===== src/rtl/fetch_pc_unit.sv =====
// fetch_pc_unit
// Program counter, instruction register and data-address register that sit
// directly below the control FSM. The unit drives the RAM address, holds the
// fetched instruction, decodes its fields for the FSM, and evaluates branch
// conditions against the datapath status flags.
//
// Ports
//   clk          rising-edge clock
//   reset        asynchronous reset, active-low
//   reset_pc     synchronous PC clear strobe (wins over load_pc)
//   load_pc      PC update enable
//   pc_sel       next PC: 00 pc+1, 01 conditional branch, 10 datapath_out, 11 hold
//   addr_sel     1: mem_addr = pc, 0: mem_addr = data-address register
//   load_ir      instruction register load enable
//   load_addr    data-address register load enable
//   mdata        RAM read data
//   datapath_out datapath result; the low PC_W bits are used
//   N, V, Z      datapath status flags
//   mem_addr     RAM address
//   pc, ir       current PC and instruction
//   opcode/op/cond, sximm5/sximm8  decoded instruction fields
//   cond_true    branch condition currently satisfied
//   instr_count  saturating count of instruction loads since reset
module fetch_pc_unit #(
    parameter int PC_W  = 9,
    parameter int IR_W  = 16,
    parameter int CNT_W = 16
) (
    input  logic              clk,
    input  logic              reset,
    input  logic              reset_pc,
    input  logic              load_pc,
    input  logic [1:0]        pc_sel,
    input  logic              addr_sel,
    input  logic              load_ir,
    input  logic              load_addr,
    input  logic [IR_W-1:0]   mdata,
    input  logic [15:0]       datapath_out,
    input  logic              N,
    input  logic              V,
    input  logic              Z,
    output logic [PC_W-1:0]   mem_addr,
    output logic [PC_W-1:0]   pc,
    output logic [IR_W-1:0]   ir,
    output logic [2:0]        opcode,
    output logic [1:0]        op,
    output logic [2:0]        cond,
    output logic [15:0]       sximm5,
    output logic [15:0]       sximm8,
    output logic              cond_true,
    output logic [CNT_W-1:0]  instr_count
);

    logic [PC_W-1:0]    data_addr;
    logic [PC_W-1:0]    pc_next;
    logic signed [15:0] imm5_s;
    logic signed [15:0] imm8_s;

    // Counter increment that sticks at all-ones instead of wrapping.
    function automatic logic [CNT_W-1:0] sat_inc(input logic [CNT_W-1:0] v);
        if (v == {CNT_W{1'b1}})
            return v;
        return v + {{(CNT_W-1){1'b0}}, 1'b1};
    endfunction

    // Decode: fields come straight from the held instruction.
    assign opcode = ir[15:13];
    assign op     = ir[12:11];
    assign cond   = ir[10:8];
    assign imm5_s = {{11{ir[4]}}, ir[4:0]};
    assign imm8_s = {{8{ir[7]}}, ir[7:0]};
    assign sximm5 = imm5_s;
    assign sximm8 = imm8_s;

    always_comb begin
        cond_true = 1'b0;
        case (cond)
            3'b000:  cond_true = 1'b1;
            3'b001:  cond_true = Z;
            3'b010:  cond_true = ~Z;
            3'b011:  cond_true = N ^ V;
            3'b100:  cond_true = (N ^ V) | Z;
            default: cond_true = 1'b0;
        endcase
    end

    // Next-PC select. The PC already points past the branch, so a taken
    // branch adds the offset with no extra +1; additions wrap at PC_W bits.
    always_comb begin
        pc_next = pc;
        case (pc_sel)
            2'b00:   pc_next = pc + PC_W'(1);
            2'b01:   pc_next = cond_true ? (pc + imm8_s[PC_W-1:0]) : pc;
            2'b10:   pc_next = datapath_out[PC_W-1:0];
            default: pc_next = pc;
        endcase
    end

    always_ff @(posedge clk or negedge reset) begin
        if (!reset) begin
            pc <= '0;
        end else if (reset_pc) begin
            pc <= '0;
        end else if (load_pc) begin
            pc <= pc_next;
        end
    end

    always_ff @(posedge clk or negedge reset) begin
        if (!reset) begin
            ir          <= '0;
            instr_count <= '0;
        end else if (load_ir) begin
            ir          <= mdata;
            instr_count <= sat_inc(instr_count);
        end
    end

    always_ff @(posedge clk or negedge reset) begin
        if (!reset) begin
            data_addr <= '0;
        end else if (load_addr) begin
            data_addr <= datapath_out[PC_W-1:0];
        end
    end

    assign mem_addr = addr_sel ? pc : data_addr;

endmodule


===== config.mk =====
export PLATFORM = sky130hd
export DESIGN_NAME = fetch_pc_unit
export DESIGN_NICKNAME = d
export VERILOG_FILES = /design/src/rtl/fetch_pc_unit.sv
export SDC_FILE = /design/constraint.sdc
export NUM_CORES = 1
export LEC_CHECK = 0
export ABC_AREA = 1
export CORE_AREA = 2 2 103 80
export DETAILED_ROUTE_END_ITERATION = 6
export DIE_AREA = 0 0 105 82
export PLACE_DENSITY = 0.8
export REMOVE_ABC_BUFFERS = 1
export SLEW_MARGIN = 10
export SYNTH_ARGS = -nofsm -noshare
export SYNTH_HDL_FRONTEND = slang
export SYNTH_SLANG_ARGS = --single-unit

===== constraint.sdc =====
create_clock -name clk -period 2.36 [get_ports clk]
set_clock_uncertainty 0.2 [all_clocks]
set_input_delay 0.59 -clock clk [delete_from_list [all_inputs] [get_ports clk]]
set_output_delay 0.59 -clock clk [all_outputs]
set_load 0.05 [all_outputs]

==> impl.org <==
** Logic synthesis
- Synthesis produced a netlist whose cell count is 413.
- Of the synthesized area, sequential elements account for 0.384.
- Library cells used by synthesis :: 30
- Mean cell area of the mapped netlist :: 7.88 µm²
- Count of yosys warnings during synthesis :: 0
- After synthesis the netlist holds a flip-flop and latch count of 50.
- The cell area that synthesis handed to floorplanning was 0.00326 mm².

** Critical path
- The number of buffers and inverters on the critical path is 1.
- In this design, the stage delay of the slowest critical-path cell is 0.83 ns.
- Crit Reg-Reg Endpoint :: pc[6]
- Along the worst path, the maximum fanout reaches 4.
- STA classifies the critical path startpoint as a register.
- Category of cells accounting for the largest share of critical-path delay :: buffers and inverters
- Traced cell by cell, the critical path runs through clkdlybuf4s50_1.
- Endpoint arrival time on the critical path :: 1.53 ns
- Data on the critical path is required at its endpoint by 1.57 ns.
- The setup check on the worst reg-to-reg path leaves a slack of 0.27 ns.
- The number of cells on the worst reg-to-reg path is 14.
- The worst register-to-register path begins at ir[0].
- Category of the worst setup path capture point :: output port
- Start-to-end type of the worst setup path :: reg -> out
- Number of stages on the worst setup path :: 1
- Among all stages on the critical path, the largest delay is contributed by sky130_fd_sc_hd__clkdlybuf4s50_1.

** Global route
- Entering global routing, the biggest net connects 51 pins.
- Met2 Usage GRT :: 0.331
- For this run, global-route usage on met3 was measured as 0.0532.
- Met1 capacity usage during global routing :: 0.263
- Global routing finished with a remaining overflow of 0.
- Number of antenna violations at the first check in global routing :: 0
- Busiest layer in global routing :: met2
- The via count of the first global-routing pass was 2888.
- Total routing resource utilization after global routing :: 0.199
- Wire length of the first global-routing pass :: 13800 µm

** Clock network
- Clock root buffer master :: sky130_fd_sc_hd__clkbuf_8
- Buffers inserted during clock tree synthesis total 5.
- Buffer levels on the longest clock path :: 2
- After clock tree synthesis, the clock-pin slew on the worst setup and hold paths is 0.09 ns.
- TritonCTS built the clock tree.
- CTS saw 50 sinks.
- The clock reaches the later pin of the worst-skew pair after 0.29 ns.
- Deepest level of the CTS H-tree :: 2

** Cells and area
- Register area :: 0.00125 mm²
- Core utilization of the finished layout :: 0.637
- Area of combinational cells with multiple inputs :: 0.00152 mm²
- Commonest cells after routing, fill and taps aside :: sky130_fd_sc_hd__nand2_1, sky130_fd_sc_hd__buf_4, sky130_fd_sc_hd__inv_1, sky130_fd_sc_hd__dfrtp_1, sky130_fd_sc_hd__clkdlybuf4s50_1
- After filler insertion, the fill cell instance count of the layout stands at 656.
- Commonest non-fill, non-tap cell in the layout :: sky130_fd_sc_hd__nand2_1
- Count of non-filler cells in the finished layout :: 629
- The area growth from synthesis to layout is 49.4%.
- Share of layout cells above drive strength 1 :: 0.290
- The net count of the finished layout is 580.
- The repair_antennas step left the layout with diodes totalling 0.
- The finished cells cover 0.00486 mm².

** STA
- Final number of setup-violating endpoints :: 0
- PnR worst setup slack :: 0.0415 ns
- Hold is met by 0.179 ns.
- Measured slew at the worst slew-check pin :: 0.628 ns
- Share of the cycle needed by the critical path after routing :: 0.982
- Final Hold Vio Count :: 0
- The final-report max-slew violation count is 0.
- Fmax :: 431 MHz
- Final period demand of the worst path :: 2.32 ns
- In this run the tightest slew margin relative to its limit is 0.581.

** Placed design
- At the placement stage, the worst setup path has a slack of -0.621 ns.
- DP Wirelength :: 6520 µm
- Routability congestion estimate :: 0.930
- Including well taps, the total number of placed cells is 619.
- Post-place instance area :: 0.00462 mm²
- Number of input and output port buffers inserted :: 127

** Drt
- In the final routed layout, each cell accounts on average for 13.7 µm.
- The routed design has 8640 µm of wire.
- After detailed routing, the number of remaining DRC violations is 0.
- After the first detailed-routing iteration, the DRC count stood at 107.
- After detailed routing, the number of vias per cell comes to 4.71.
- Via count of the routed design :: 2962
- The detail route stage leaves a number of antenna-violating nets equal to 0.
- Number of optimization iterations in the first detailed-route pass :: 4

** Flow run
- Across the run, the number of max-cap violations was 0.

** Die
- Die extent in y :: 82 µm
- For this design the top-level I/O count stands at 135.
- Horizontal die dimension :: 105 µm
- The initialized floorplan defines 28 standard-cell rows.
- Area of the core :: 0.00764 mm²
- The die covers 0.00861 mm².
- For this configuration, the core starts out at a cell density of 0.426.

** Power
- The analysis attributes to cell leakage a power of 2.54 nW.
- Power density over the cells :: 674 mW/mm²
- Peak supply drop :: 0.000608 V

** Worst hold path
- Class of the worst hold path :: in -> async

** Run status
- The flow ran to the end, and the final reports show no timing, DRC or antenna violations.
## registers in the layout, summed over array words and instances, names as in the netlist
| name | cells |
|---|---|
| instr_count | 16 |
| pc | 9 |
| ir | 16 |
| data_addr | 9 |
## timing repair
action / CTS / global route
resized for setup: 22 / 23
endpoints found under the setup margin: 18 / 26
pin swaps: 2 / 7
hold buffers: 0 / 0
gates cloned: 1 / 0
setup buffers: 0 / 1
## report_power, final
part / switching, mW / total (mW) / internal, mW
combinational: 1.00 / 1.59 / 0.587
sequential: 0.136 / 1.10 / 0.964
clock: 0.270 / 0.588 / 0.318
## Yosys cell counts
cell type | instances | share of area
sky130_fd_sc_hd__buf_4 | 40 | 0.092
sky130_fd_sc_hd__nor2_4 | 1 | 0.0035
sky130_fd_sc_hd__nand3_1 | 14 | 0.022
sky130_fd_sc_hd__nand2_2 | 1 | 0.0019
sky130_fd_sc_hd__buf_12 | 1 | 0.0061
sky130_fd_sc_hd__inv_2 | 3 | 0.0035
sky130_fd_sc_hd__xor2_2 | 1 | 0.0050
sky130_fd_sc_hd__nand2_4 | 1 | 0.0035
sky130_fd_sc_hd__nand4_1 | 6 | 0.012
sky130_fd_sc_hd__xor2_1 | 12 | 0.032
sky130_fd_sc_hd__dfrtp_1 | 50 | 0.38
sky130_fd_sc_hd__o21a_1 | 1 | 0.0023
sky130_fd_sc_hd__nor2_1 | 10 | 0.012
sky130_fd_sc_hd__mux2_2 | 12 | 0.042
sky130_fd_sc_hd__o21ai_1 | 6 | 0.0092
sky130_fd_sc_hd__o21ai_0 | 27 | 0.042
sky130_fd_sc_hd__clkbuf_1 | 5 | 0.0058
sky130_fd_sc_hd__nand2_1 | 123 | 0.14
sky130_fd_sc_hd__buf_2 | 3 | 0.0046
sky130_fd_sc_hd__or2_2 | 2 | 0.0038
sky130_fd_sc_hd__fa_1 | 1 | 0.0061
sky130_fd_sc_hd__nor3_1 | 2 | 0.0031
sky130_fd_sc_hd__nor3_2 | 2 | 0.0061
sky130_fd_sc_hd__xnor2_1 | 4 | 0.011
sky130_fd_sc_hd__nor2_2 | 9 | 0.017
sky130_fd_sc_hd__nand3_2 | 3 | 0.0092
sky130_fd_sc_hd__nand3b_1 | 1 | 0.0023
sky130_fd_sc_hd__ha_1 | 12 | 0.046
sky130_fd_sc_hd__inv_1 | 54 | 0.062
sky130_fd_sc_hd__a21oi_1 | 6 | 0.0092
## kinds of logic after synthesis
group	share of synthesized area
AND/OR/NAND/NOR	0.237
buffers and inverters	0.174
XOR/XNOR	0.0480
multiplexers	0.0415
adder cells (fa/ha/maj)	0.0523
AO/OA/AOI/OAI	0.0623
flip-flops	0.384
## worst max-delay path by stage
| stage | startpoint | to | slack, ns |
|---|---|---|---|
| floorplan | ir[4] | pc[7] | -3.53 |
| global placement | pc_sel[1] | pc[6] | -0.57 |
| detailed placement | pc_sel[1] | pc[6] | -0.62 |
| CTS | addr_sel | mem_addr[7] | 0.01 |
| global route | V | cond_true | -0.002 |
| finish | instr_count[8] | instr_count[8] | 0.04 |
## metrics by stage
| step | setup TNS (ns) | power [mW] |
|---|---|---|
| floorplan | -81.68 | 2.01 |
| global placement | -4.72 | 2.66 |
| detailed placement | -5.33 | 2.69 |
| CTS | 0 | 3.30 |
| global route | -0.00156 | 3.44 |
| finish | 0 | 3.28 |
## layer usage
metal  vias to the layer above  wire [µm]
li1                       1456          -
met1                      1370       3690
met2                       132       4170
met3                         4        733
met4                         0         44
met5                         -          0
## cell type report
cell class	instances	share of cell area
multi-input cells	257	0.313
inverters	57	0.0440
well taps	105	0.0270
repair buffers	152	0.337
clock inverters	1	0.00617
clock buffers	7	0.0157
flip-flops and latches	50	0.257
Power figures use the tool's default switching activity.
